[src/rtl/pixel_shift_buffer_if.sv]
// Handshake bundle between frame loader, pixel_shift_buffer and the bit-waveform generator.
// TOTAL must equal NUM_LEDS*BITS_PER_LED of the attached buffer.
interface pixel_shift_buffer_if #(
   parameter int TOTAL = 96
) ();
   logic             load_valid;
   logic             load_ready;
   logic [TOTAL-1:0] load_data;
   logic             start;
   logic             bit_out;
   logic             bit_valid;
   logic             bit_done;
   logic             frame_done;
   logic             busy;

   modport master (
      output load_valid,
      output load_data,
      output start,
      output bit_done,
      input  load_ready,
      input  bit_out,
      input  bit_valid,
      input  frame_done,
      input  busy
   );

   modport slave (
      input  load_valid,
      input  load_data,
      input  start,
      input  bit_done,
      output load_ready,
      output bit_out,
      output bit_valid,
      output frame_done,
      output busy
   );
endinterface

[src/rtl/pixel_shift_buffer.sv]
// Frame buffer + MSB-first bit serialiser for an addressable LED chain, one bit per bit_done pulse.
// Define PIXEL_SHIFT_BUFFER_SHADOW_EN for a double-buffered loader that never stalls the frame source.
module pixel_shift_buffer #(
   parameter int                      NUM_LEDS      = 4,
   parameter int                      BITS_PER_LED  = 24,
   parameter logic [BITS_PER_LED-1:0] DEFAULT_PIXEL = 24'h0F0F0F,
   parameter bit                      ROTATE        = 1'b1
) (
   input logic                 clk,
   input logic                 reset,
   pixel_shift_buffer_if.slave bus
);
   localparam int               TOTAL         = NUM_LEDS * BITS_PER_LED;
   localparam int               CW            = (TOTAL > 1) ? $clog2(TOTAL) : 1;
   localparam logic [TOTAL-1:0] DEFAULT_FRAME = {NUM_LEDS{DEFAULT_PIXEL}};
   localparam logic [CW-1:0]    LAST_BIT      = CW'(TOTAL - 1);

   typedef enum logic [0:0] {
      ST_IDLE = 1'b0,
      ST_SEND = 1'b1
   } state_t;

   state_t           state_r;
   logic [TOTAL-1:0] frame_r;
   logic [CW-1:0]    cnt_r;
   logic             bit_valid_r;
   logic             busy_r;
   logic             frame_done_r;

   // Shift-by-one written without part-selects so TOTAL == 1 elaborates cleanly.
   function automatic logic [TOTAL-1:0] advance(input logic [TOTAL-1:0] s);
      logic [TOTAL-1:0] n;
      n = s << 1'b1;
      if (ROTATE) begin
         n[0] = s[TOTAL-1];
      end else begin
         n[0] = 1'b0;
      end
      return n;
   endfunction

`ifdef PIXEL_SHIFT_BUFFER_SHADOW_EN
   logic [TOTAL-1:0] shadow_r;
   logic             pending_r;

   assign bus.load_ready = 1'b1;
`else
   logic             load_ready_r;
   logic             load_fire_s;

   assign load_fire_s    = bus.load_valid & load_ready_r;
   assign bus.load_ready = load_ready_r;
`endif

   assign bus.bit_out    = frame_r[TOTAL-1];
   assign bus.bit_valid  = bit_valid_r;
   assign bus.busy       = busy_r;
   assign bus.frame_done = frame_done_r;

   // Control FSM plus frame/shadow datapath; every output is a register bit.
   always_ff @(posedge clk) begin
      if (reset) begin
         state_r      <= ST_IDLE;
         frame_r      <= DEFAULT_FRAME;
         cnt_r        <= '0;
         bit_valid_r  <= 1'b0;
         busy_r       <= 1'b0;
         frame_done_r <= 1'b0;
`ifdef PIXEL_SHIFT_BUFFER_SHADOW_EN
         shadow_r     <= DEFAULT_FRAME;
         pending_r    <= 1'b0;
`else
         load_ready_r <= 1'b1;
`endif
      end else begin
         frame_done_r <= 1'b0;
         case (state_r)
            ST_IDLE: begin
`ifdef PIXEL_SHIFT_BUFFER_SHADOW_EN
               if (bus.start) begin
                  // A load coinciding with start wins over any older pending frame.
                  if (bus.load_valid) begin
                     frame_r <= bus.load_data;
                  end else if (pending_r) begin
                     frame_r <= shadow_r;
                  end else begin
                     frame_r <= frame_r;
                  end
                  pending_r   <= 1'b0;
                  state_r     <= ST_SEND;
                  bit_valid_r <= 1'b1;
                  busy_r      <= 1'b1;
               end else if (bus.load_valid) begin
                  shadow_r  <= bus.load_data;
                  pending_r <= 1'b1;
               end else begin
                  pending_r <= pending_r;
               end
`else
               if (load_fire_s) begin
                  frame_r <= bus.load_data;
               end else begin
                  frame_r <= frame_r;
               end
               if (bus.start) begin
                  state_r      <= ST_SEND;
                  bit_valid_r  <= 1'b1;
                  busy_r       <= 1'b1;
                  load_ready_r <= 1'b0;
               end else begin
                  state_r <= ST_IDLE;
               end
`endif
            end
            ST_SEND: begin
`ifdef PIXEL_SHIFT_BUFFER_SHADOW_EN
               if (bus.load_valid) begin
                  shadow_r  <= bus.load_data;
                  pending_r <= 1'b1;
               end else begin
                  pending_r <= pending_r;
               end
`endif
               if (bus.bit_done) begin
                  frame_r <= advance(frame_r);
                  if (cnt_r == LAST_BIT) begin
                     cnt_r        <= '0;
                     state_r      <= ST_IDLE;
                     bit_valid_r  <= 1'b0;
                     busy_r       <= 1'b0;
                     frame_done_r <= 1'b1;
`ifndef PIXEL_SHIFT_BUFFER_SHADOW_EN
                     load_ready_r <= 1'b1;
`endif
                  end else begin
                     cnt_r <= cnt_r + CW'(1'b1);
                  end
               end else begin
                  cnt_r <= cnt_r;
               end
            end
            default: begin
               state_r     <= ST_IDLE;
               cnt_r       <= '0;
               bit_valid_r <= 1'b0;
               busy_r      <= 1'b0;
`ifndef PIXEL_SHIFT_BUFFER_SHADOW_EN
               load_ready_r <= 1'b1;
`endif
            end
         endcase
      end
   end
endmodule

[src/flat_wrapper.sv]
// flat-port wrapper written by rule: the top's interface ports become plain ports
module pixel_shift_buffer_flat 
#(
   parameter int                      NUM_LEDS      = 4,
   parameter int                      BITS_PER_LED  = 24,
   parameter logic [BITS_PER_LED-1:0] DEFAULT_PIXEL = 24'h0F0F0F,
   parameter bit                      ROTATE        = 1'b1
)
  (clk, reset, bus_load_valid, bus_load_data, bus_start, bus_bit_done, bus_load_ready, bus_bit_out, bus_bit_valid, bus_frame_done, bus_busy);
  pixel_shift_buffer_if #(.TOTAL((96))) bus_i ();
  input logic clk;
  input logic reset;
  input wire logic [$bits(bus_i.load_valid)-1:0] bus_load_valid;
  input wire logic [$bits(bus_i.load_data)-1:0] bus_load_data;
  input wire logic [$bits(bus_i.start)-1:0] bus_start;
  input wire logic [$bits(bus_i.bit_done)-1:0] bus_bit_done;
  output wire logic [$bits(bus_i.load_ready)-1:0] bus_load_ready;
  output wire logic [$bits(bus_i.bit_out)-1:0] bus_bit_out;
  output wire logic [$bits(bus_i.bit_valid)-1:0] bus_bit_valid;
  output wire logic [$bits(bus_i.frame_done)-1:0] bus_frame_done;
  output wire logic [$bits(bus_i.busy)-1:0] bus_busy;
  assign bus_i.load_valid = bus_load_valid;
  assign bus_i.load_data = bus_load_data;
  assign bus_i.start = bus_start;
  assign bus_i.bit_done = bus_bit_done;
  assign bus_load_ready = bus_i.load_ready;
  assign bus_bit_out = bus_i.bit_out;
  assign bus_bit_valid = bus_i.bit_valid;
  assign bus_frame_done = bus_i.frame_done;
  assign bus_busy = bus_i.busy;
  pixel_shift_buffer #(.NUM_LEDS(NUM_LEDS), .BITS_PER_LED(BITS_PER_LED), .DEFAULT_PIXEL(DEFAULT_PIXEL), .ROTATE(ROTATE)) u_core (.clk(clk), .reset(reset), .bus(bus_i));
endmodule
[config.mk]
export PLATFORM = sky130hd
export DESIGN_NAME = pixel_shift_buffer_flat
export DESIGN_NICKNAME = d
export VERILOG_FILES = /design/src/rtl/pixel_shift_buffer_if.sv /design/src/rtl/pixel_shift_buffer.sv /design/src/flat_wrapper.sv
export SDC_FILE = /design/constraint.sdc
export NUM_CORES = 1
export LEC_CHECK = 0
export CAP_MARGIN = 10
export CORE_UTILIZATION = 40
export CTS_BUF_LIST = sky130_fd_sc_hd__clkbuf_8
export DETAILED_ROUTE_END_ITERATION = 10
export GPL_TIMING_DRIVEN = 0
export PLACE_DENSITY = 0.75
export SLEW_MARGIN = 30
export SYNTH_ARGS = -nofsm -noshare
export SYNTH_HDL_FRONTEND = slang
export SYNTH_SLANG_ARGS = --single-unit
export TNS_END_PERCENT = 50
[constraint.sdc]
create_clock -name clk -period 2.9 [get_ports clk]
set_input_delay 0.29 -clock clk [delete_from_list [all_inputs] [get_ports clk]]
set_output_delay 0.29 -clock clk [all_outputs]
set_load 0.03 [all_outputs]
# Word-level counts from Yosys, hierarchy flattened
# Cells that the tools add are included.
[totals]
reg_bits = 107
out_inout_bits = 5
in_bits = 101
[classes]
eq_ne = 5
n_reduce_logical = 4
n_mux = 17
add_sub_neg = 1
bitwise = 3
[ops]
columns = ["cell", "n"]
rows = [
  ["$mux W96", 2],
  ["$pmux W96 S2", 1],
  ["$mux W1", 10],
  ["$add A7 B1 Y7 const B", 1],
  ["$eq A7 B7 Y1 const B", 1],
  ["$mux W7", 1],
  ["$ne A2 B2 Y1 const B", 3],
  ["$pmux W1 S2", 3],
  ["$reduce_and A2 Y1", 2],
  ["$reduce_and A3 Y1", 1],
  ["$reduce_or A3 Y1", 1],
  ["$ne A2 B1 Y1 const B", 1],
  ["$not A1 Y1", 2],
  ["$and A1 B1 Y1", 1],
]

# Depth between registers and ports, before layout
# Gate-level depths: netlist of the first run.
[depth]
word_depth = 4
ltp_mapped = 7
mapped_depth_nobuf = 4

# Least setup slack after synthesis of the first run
# No wires, ideal clock.
[synth_path]
path_kind = "flip-flop to flip-flop"
startpoint = "register u_core.load_ready_r (netlist: u_core.bus.load_ready)"
endpoint = "register u_core.frame_r[35]"
arrival_ps = 1295
path_stages_with_launch = 6
period_less_slack_ps = 1416
setup_slack_ps = 1484
t_required_ps = 2779
setup_ps = 121
cell_sequence = "dfxtp_1 -> nand3b_4 -> buf_6 -> buf_4 -> a221oi_1 -> o21bai_1"
[synth_via]
elab_chain_cells = 3
[synth_rtl]
columns = ["element", "line_no", "source"]
rows = [
  ["start: declaration", "pixel_shift_buffer.sv:48", "logic load_ready_r;"],
  ["start signal: assignment", "pixel_shift_buffer.sv:73", "load_ready_r <= 1'b1;"],
  ["start signal: assignment", "pixel_shift_buffer.sv:109", "load_ready_r <= 1'b0;"],
  ["start signal: assignment", "pixel_shift_buffer.sv:133", "load_ready_r <= 1'b1;"],
  ["$and A1 B1 Y1", "pixel_shift_buffer.sv:51", "assign load_fire_s = bus.load_valid & load_ready_r;"],
  ["$ne A2 B1 Y1 (no source line)", "--", ""],
  ["$reduce_and A2 Y1 (no source line)", "--", ""],
  ["end signal: assignment", "pixel_shift_buffer.sv:101", "frame_r <= bus.load_data;"],
  ["end signal: assignment", "pixel_shift_buffer.sv:103", "frame_r <= frame_r;"],
  ["end signal: assignment", "pixel_shift_buffer.sv:125", "frame_r <= advance(frame_r);"],
  ["end: declaration", "pixel_shift_buffer.sv:24", "logic [TOTAL-1:0] frame_r;"],
]
# No other way between the ends.
# A chain may end at the register's enable or synchronous reset.

# Final worst setup path of the first run
[layout_path]
startpoint = "register u_core.load_ready_r (netlist: u_core.bus.load_ready)"
endpoint = "output port bus_load_ready"
[layout_rtl]
columns = ["element", "line_no", "source"]
rows = [
  ["end: declaration", "flat_wrapper.sv:17", "output wire logic [$bits(bus_i.load_ready)-1:0] bus_load_ready;"],
]
# No word-level cell between the ends.

==> results of run 1 <==
-- worst max path at each step --
stage | end | cells after the start | slack (ns)
final | bus_load_ready | 1 | 1.12
after global routing | bus_load_ready | 1 | 1.07
after CTS | bus_load_ready | 1 | 1.09
after detailed placement | u_core.frame_r[8]$_SDFFE_PP1P_ | 6 | 0.95
after global placement | u_core.frame_r[11]$_SDFFE_PP1P_ | 6 | 1.02
after floorplan | u_core.frame_r[35]$_SDFFE_PP1P_ | 5 | 1.48
-- power breakdown --
group	leakage (uW)	internal, uW	total [uW]	switching [uW]
clock	0.000106	450	958	508
combinational	0.00154	381	733	352
sequential	0.000884	1600	1680	75.6
-- cell usage in the layout (no fill, tap or decap), types with 2 or more instances in the layout --
cell type | synthesis | final
clkbuf_1 | 24 | 24
nand2_1 | 5 | 5
clkbuf_8 | 0 | 11
inv_1 | 2 | 2
a21oi_1 | 5 | 5
or4_1 | 2 | 2
mux2i_1 | 48 | 48
nor2_1 | 3 | 3
dfxtp_1 | 107 | 107
buf_6 | 11 | 11
o21bai_1 | 48 | 48
nor3_1 | 98 | 98
buf_2 | 16 | 16
nor2b_1 | 48 | 48
a221oi_1 | 48 | 48
clkdlybuf4s50_1 | 0 | 104
buf_4 | 14 | 14
buf_1 | 2 | 2
nand3_1 | 3 | 3
a211oi_1 | 48 | 48
o21ai_0 | 4 | 4
or3_1 | 2 | 2
-- worst min-delay path: stages (launching register included) --
cell and delay (ns):
dfxtp_1 0.35, nand2_1 0.06, a21oi_1 0.05
-- synthesized netlist by cell type (2+ instances only) --
library cell  instances
o21bai_1             48
nor2b_1              48
or4_1                 2
clkbuf_1             24
a21oi_1               5
nand3_1               3
nor2_1                3
buf_1                 2
buf_6                11
nor3_1               98
dfxtp_1             107
buf_2                16
buf_4                14
a221oi_1             48
or3_1                 2
o21ai_0               4
mux2i_1              48
inv_1                 2
nand2_1               5
a211oi_1             48
-- logic make-up after synthesis --
kind of cell	Yosys count
AO/OA/AOI/OAI	156
AND/OR/NAND/NOR	170
buffers and inverters	69
adder cells (fa/ha/maj)	1
XOR/XNOR	2
multiplexers	48
flip-flops	107
-- routing by layer --
metal	share of wire	wire, um	global-route usage	vias to the layer above
met4	0.019	270	0.06838	0
met5	0	0	0	-
met2	0.46	6473	0.3538	170
li1	-	-	-	2315
met3	0.067	933	0.03373	21
met1	0.45	6325	0.2827	2209
-- cell type report --
| class | instances | area, um^2 | share of cell area |
|---|---|---|---|
| Buffer | 67 | 406.6 | 0.06077 |
| Tap cell | 172 | 215.2 | 0.03216 |
| Clock buffer | 11 | 151.4 | 0.02263 |
| Sequential cell | 107 | 2142 | 0.3201 |
| Timing Repair Buffer | 104 | 1041 | 0.1556 |
| Multi-Input combinational cell | 377 | 2668 | 0.3987 |
| Inverter | 2 | 7.507 | 0.001122 |
| Clock inverter | 5 | 60.06 | 0.008975 |
-- through the flow --
step                power [uW]  std cells
floorplan                 2159        553
global placement          2410        829
detailed placement        2438        829
CTS                       3384        845
global route              3531        845
finish                    3367        845
-- sequential cells by signal, summed over array words and instances (netlist names) --
register               flops
u_core.frame_r            96
u_core.cnt_r               7
u_core.bus.bit_valid       1
u_core.state_r             1
u_core.bus.load_ready      1
u_core.bus.frame_done      1
==> results list, run 1 <==
* Floorplan row count: 41
- Clock latency on the worst-skew pair, taken at its later pin, is roughly 0.37 ns.
* Simple-gate share of the synthesized area: 0.1816
* Standard cell with the maximum stage delay on the critical path: clkdlybuf4s50_1
* Synthesis-to-layout area growth: 28.10%
* End-of-flow core utilization: 0.5281
- Critical R2R Launch: u_core.state_r$_SDFF_PP0_
- Number of buffers added by the clock tree synthesis step: 9
- Mean routed wirelength per cell: about 17 um
* Avg Inst Size Synth: 9.446 um^2
- After routing the design area is between 6000 and 7000 um^2.
- Initial core utilization: 0.4123
- Setup slack at placement: between 0.9 and 1 ns
* Final setup violation count: 0
- Post-detailed-routing wire length: 14,000 um
* Power per cell area: around 500 nW/um^2
* Number of nets with antenna violations after detailed routing: 0
- The fraction of the mapped netlist area in compound gates was 0.2314.
- Vias in the first global route: roughly 4,500
- Fin Clk Skew: ~0.0098 ns
* Via Count: 4,715
- Using the TritonRoute via totals, the vias-per-cell ratio works out to about 5.6.
* Top-area cell type share of the netlist area: 0.4101
- Hold buffer count at cts: 0
- Post-placement cell area: around 6500 um^2
- Final critical-path required period: 1.784 ns
- The number of setup buffers added after CTS is 0.
- Hold Startpoint: u_core.cnt_r[1]$_SDFFE_PP0P_
- Die Span Y: 116.3 um
* Worst hold path endpoint: u_core.cnt_r[1]$_SDFFE_PP0P_
- Post-synthesis sequential area ratio: 0.4101
* Biggest area consumer among synthesized cells: dfxtp_1
* Width of the chip: around 120 um
- DIE AREA: ~14,000 um^2
- Worst Path Max Fanout: 4
- Synth warn: 0
- Cell depth of the worst hold path: 2
- The first detailed-routing pass took 5 iterations.
- Worst setup path class: reg -> out
* Period Utilization, post-route: 0.6153
- Combinational family with the most area after synthesis: compound AO/OA/AOI/OAI gates
- The number of antenna diodes in the final layout is 0.
* Required time of the critical path: 2.61 ns
* Min Hold Slack: between 0.5 and 0.6 ns
- Slowest stage delay, CP: around 0.71 ns
- After the last flow step, the layout net total stands at slightly below 800.
* Total I/O pin count: 106
- The clock passes through at most 2 buffers.
- Minimum setup slack among reg-to-reg paths: ~1.3 ns
- Unrepaired setup endpoints after global routing: false
* Clock sinks: 107
* Detailed placer's ending HPWL: between 10,000 and 15,000 um
* Reg clk slew, reported paths: about 0.090 ns
- Final slew viol count: 0
* Least-Margin Pin Slew: about 0.61 ns
- In the final timing run, aggregate negative setup slack is 0 ns.
- In the synthesized netlist, the number of instances is 553.
- After synthesis, the share of cell area in mux cells is 0.09198.
- Counting the fill cells in the layout gives 1,181.
- Number of nets produced by synthesis: between 600 and 700
- Netlist Area Pre-Place: ~5200 um^2
* Critical Path Sink Type: output pin
- Post-CTS sizing: 0
- Count of state elements after synthesis: between 100 and 150
- In the routed design, unresolved DRC markers number 0.
* Primary flip-flop cell chosen by synthesis mapping: dfxtp_1
- The critical path goes through clkdlybuf4s50_1.
* Number of endpoints with negative hold slack in the final report: 0
* Overall global routing resource usage: 0.2131
- Across the run, the number of max-cap violations was 0.
* Buf/Inv on CP: 1
* Global placer's final weighted congestion: roughly 0.85
* P_leak: around 0.0025 uW
- Yosys cell types: 35
- After global routing the overflow that remains totals 0.
* Clock root buffer: clkbuf_8
* Origin of the worst setup path: u_core.bus.load_ready$_SDFFE_PP1P_
- First-pass GRT wire length: between 20,000 and 25,000 um
- Peak ir drop on the vdd network: approximately 0.22 mV
* Xor/xnor share of the synthesized area: 0.003353
- The worst hold path belongs to the class reg -> reg.
* Capture point of the worst reg-to-reg path: u_core.frame_r[49]$_SDFFE_PP1P_
- Peak clock frequency supported by timing: 560.4 MHz
* Synth Area in Adders: 0.002395
* Pin count of the biggest net entering global routing: 18
* H-tree levels: 3
- The core region is 12,670 um^2.
- Worst slew slack as a fraction of its limit: 0.5946
- # port buffers: 104
- Outcome: finished, final reports clean
- Data arrival time of the worst path: roughly 1.5 ns
- Counting flops with a built-in enable in the synthesized netlist gives 0.
- Synth top area cells: dfxtp_1 (41%), nor3_1 (9.4%), mux2i_1 (9.2%)
- Setup slack on the critical path of the routed design comes to 1.116 ns.
- Crit path max-delay family: buffers and inverters
- TritonCTS built the clock tree.
- After synthesis, the share of flip-flops with an asynchronous set or reset is 0.
- The detailed router finished its first iteration with 312 violations.
- Of the cells placed in the final design, the portion with a size suffix greater than 1 is 0.09064.
- The initial antenna violation count came to 0.
- The number of cells on the worst reg-to-reg path is 6.
- STA classifies the critical path startpoint as a flop.
No activity file was read; power rests on OpenSTA's default activity.
==> run 2, diff against run 1 <==
==> constraint.sdc (replaced) <==
create_clock -name clk -period 1.8 [get_ports clk]
set_input_delay 0.18 -clock clk [delete_from_list [all_inputs] [get_ports clk]]
set_output_delay 0.18 -clock clk [all_outputs]
set_load 0.03 [all_outputs]
==> results of run 2 <==
The final DEF is identical to that of run 1. Status: finished, final reports clean.
Main changes from that run: setup slack after placement 0.9525 ns -> -0.03753 ns; clock-pin slew on the worst setup and hold paths 0.09 ns -> 0.10 ns; setup slack after layout 1.116 ns -> 0.1255 ns; hold slack 0.5020 ns -> 0.4309 ns; register-to-register setup slack 1.32 ns -> 0.22 ns; end point of the worst hold path u_core.cnt_r[1]$_SDFFE_PP0P_ -> u_core.frame_r[43]$_SDFFE_PP1P_; total power 3367 uW -> 5425 uW; worst IR drop on VDD 0.2174 mV -> 0.3502 mV
==> run 3, diff against run 2 <==
--- a/config.mk
+++ b/config.mk
@@ -6,11 +6,11 @@
 export NUM_CORES = 1
 export LEC_CHECK = 0
 export CAP_MARGIN = 10
-export CORE_UTILIZATION = 40
+export CORE_UTILIZATION = 53
 export CTS_BUF_LIST = sky130_fd_sc_hd__clkbuf_8
 export DETAILED_ROUTE_END_ITERATION = 10
 export GPL_TIMING_DRIVEN = 0
-export PLACE_DENSITY = 0.75
+export PLACE_DENSITY = 0.92
 export SLEW_MARGIN = 30
 export SYNTH_ARGS = -nofsm -noshare
 export SYNTH_HDL_FRONTEND = slang
==> run 3 against run 2 <==
  * Die area fell by 24%
  * Total power fell by 1.7%
  * Worst setup slack got worse by 0.071 ns
  * Utilization rose by 17 points
  * Critical path depth did not move
  * Global-route usage rose by 7.2 points
  * Via count rose by 3.7%
  * Final area fell by 1.2%
  * Cell count fell by 5.1%
  * Maximum frequency fell by 4.0%
  * Sequential share of layout area rose by 0.38 points
  * Largest cell class unchanged
  * Largest power group unchanged
  * Highest routed layer unchanged
==> results list, run 3 (synthesis results as in run 1) <==
- In this run the register-to-register setup slack is between 0.15 and 0.2 ns.
- The number of detailed-routing iterations run before antenna repair was 6 (+1).
- The clock skew after layout came to 0.01185 ns (+0.002003 ns).
* Initial core utilization: 0.5548 (+0.1426)
- The clock latency of the later-clocked register in the worst-skew pair came to 0.38 ns (about the same).
* Slack of the critical path: 0.05484 ns
- The number of I/O port buffers came to 104 (unchanged).
- The worst-case clock buffer depth was 2 (unchanged).
* Commonest non-fill, non-tap cells in the layout: dfxtp_1 (107), clkdlybuf4s50_1 (104), nor3_1 (98)
* Fin Setup TNS: 0 ns (unchanged)
* Power per cell area: ~810 nW/um^2
- The routed wire length per instance came to 17.94 um (+8.3%).
- The final-report hold violation count came to 0 (unchanged).
* Initial antenna violation count: 0 (unchanged)
- Final critical-path required period: ~1.7 ns
* Hold Startpoint: reset
- Total stage count of the critical path: 1 (unchanged)
- Standard cell with the maximum stage delay on the critical path: clkdlybuf4s50_1
* Combinational cell fraction of total power: 0.225 (+0.007)
- Clock power share: 0.268 (-0.017)
- The share of layout cells above drive strength 1 was 0.09212 (+0.001486).
- Walking the worst path, the cells encountered are clkdlybuf4s50_1.
* Hold buffer count at cts: 0 (unchanged)
- The number of buffer and inverter instances along the worst setup path is 1 (unchanged).
* Synthesis-to-layout area growth: 26.59%
- R2R depth: 6 (unchanged)
- The number of H-tree levels is 3 (unchanged).
- The share of total power in sequential cells is 0.508 (+0.010).
* End-of-flow core utilization: 0.7023 (+0.1742)
* Critical Path Sink Type: output pin
- The flip-flop count of the largest register after layout came to 96 (unchanged).
- First-pass GRT wire length: 22,920 um (+2.3%)
* Diodes inserted: 0 (unchanged)
- Least-Margin Pin Slew: 0.5483 ns (-0.05977 ns)
- Leaving out fill and tap cells, the most frequent cell in the layout is dfxtp_1.
* Final #Nets: 770 (unchanged)
- Final slew viol count: 0 (unchanged)
* Global placer's final weighted congestion: 0.8578 (+0.63%)
- Data arrival time of the worst path: 1.57 ns (+0.08 ns)
- Worst hold path endpoint: u_core.frame_r[34]$_SDFFE_PP1P_
- Remaining design rule violation count: 0 (unchanged)
- The tree is rooted in a clkbuf_8.
* Pin count of the biggest net entering global routing: 19 (+1)
- The longest individual stage delay on the worst path is 0.71 ns (about the same).
- The internal power of the cells totals roughly 3700 uW.
- The total of fill cells in the finished design was 706 (-40%).
* Via Count: 4,890 (+3.7%)
* Crit path max-delay family: buffers and inverters
- Worst slew slack as a fraction of its limit: 0.6344 (+0.03985)
- The worst-case IR drop observed on VDD is between 0.3 and 0.4 mV.
- The count of cells resized by post-cts repair came to 0 (unchanged).
- Counting instances, the worst hold path has a depth of 3.
- The flow ran to the end, and the final reports show no timing, DRC or antenna violations.
- Clock sinks: 107 (unchanged)
- Setup slack at placement: -0.05608 ns
* Initial detailed-routing violation count: 308 (-1.3%)
- Number of nets with antenna violations after detailed routing: 0 (unchanged)
- The HPWL after detailed placement was 10,040 um (-1.1%).
* Clock tree from TritonCTS: yes
- Overall global routing resource usage: 0.2850 (+0.07183)
- The number of top-level design ports came to 106 (unchanged).
* Period Utilization, post-route: 0.9695
- The largest registers in the layout are u_core.frame_r x96, u_core.cnt_r x7.
* Required time of the critical path: around 1.6 ns
- Reg clk slew, reported paths: 0.11 ns
- Of the total power, the share spent switching nets is 0.2972.
- The detailed-route vias per instance came to 6.097 (+9.3%).
* Post-detailed-routing wire length: 14,390 um (+2.7%)
- Floorplan row count: 35 (-15%)
- The worst setup path is launched from a flop.
* Critical R2R Launch: u_core.state_r$_SDFF_PP0_
* Number of buffers added by the clock tree synthesis step: 9 (unchanged)
- Worst setup path class: reg -> out
* Unrepaired setup endpoints after global routing: false
- The width of the die is 101.3 um (-13%).
- Ranked by flip-flop count, first place goes to u_core.frame_r.
- Hold crit path type: in -> reg
* Worst Path Max Fanout: 4 (unchanged)
* Max-cap check violation count: 0 (unchanged)
* Vias in the first global route: 4,854 (+8.2%)
- Final setup violation count: 0 (unchanged)
- The y dimension of the die came to 101.3 um (-13%).
- Peak clock frequency supported by timing: ~570 MHz
- Capture point of the worst reg-to-reg path: u_core.frame_r[57]$_SDFFE_PP1P_
- The aggregate global routing overflow is 0 (unchanged).
- The number of buffers inserted by post-CTS setup repair was 0 (unchanged).
- DIE AREA: 10,260 um^2 (-24%)
- Area of the core region: 9415 um^2 (-26%)
- The static leakage was 0.002523 uW (-0.38%).
- Summed over all nets, the switching power comes to between 1500 and 2000 uW.
* Origin of the worst setup path: u_core.bus.load_ready$_SDFFE_PP1P_
[run 3: cell count changes in the layout (fill, tap and decap cells not counted), sizes merged]
cell and delta:
bufinv -1, inv +1, clkinv +1, clkbuf -1
[run 3: how the worst max path moves through the flow]
| stage | end | slack, ns |
|---|---|---|
| after global routing | bus_load_ready | 0.03 |
| after detailed placement | u_core.frame_r[10]$_SDFFE_PP1P_ | -0.06 |
| final | bus_load_ready | 0.05 |
| after floorplan | u_core.frame_r[35]$_SDFFE_PP1P_ | 0.38 |
| after global placement | u_core.frame_r[3]$_SDFFE_PP1P_ | 0.03 |
| after CTS | bus_load_ready | 0.05 |
[run 3: worst min-delay path: cells and delay by family]
kind | cells | cell delay [ns]
buffers and inverters | 2 | 0.37
AO/OA/AOI/OAI | 1 | 0.19
[run 3: area by class of cell]
class | instances | area [um^2] | area share
Multi-Input combinational cell | 377 | 2668 | 0.4034
Sequential cell | 107 | 2142 | 0.3239
Timing Repair Buffer | 104 | 1041 | 0.1574
Buffer | 67 | 407.9 | 0.06168
Tap cell | 129 | 161.4 | 0.02441
Clock buffer | 10 | 137.6 | 0.02081
Clock inverter | 6 | 47.55 | 0.007190
Inverter | 2 | 7.507 | 0.001135
[run 3: power by group through the flow]
stage	Clock, uW	Sequential, uW	Combinational, uW
floorplan	0	2730	750
global placement	0	2740	1130
detailed placement	0	2760	1180
CTS	1420	2700	1190
global route	1490	2730	1300
finish	1430	2710	1200
[run 3: metal layers]
layer  global-route usage  share of wire  routed length, um
met4               0.1438          0.024                349
met1               0.3447           0.43               6159
met3              0.03865          0.060                864
met2               0.4966           0.49               7015
met5                    0              0                  0
[run 3: through the flow]
stage / power (uW) / cell area [um^2] / hold slack [ns] / instances
finish: 5333 / 6613 / 0.3999 / 802
global route: 5518 / 6613 / 0.4391 / 802
CTS: 5302 / 6611 / 0.4081 / 802
detailed placement: 3930 / 6426 / 0.4894 / 786
global placement: 3865 / 6426 / 0.4693 / 786
floorplan: 3478 / 5224 / 0.3423 / 553
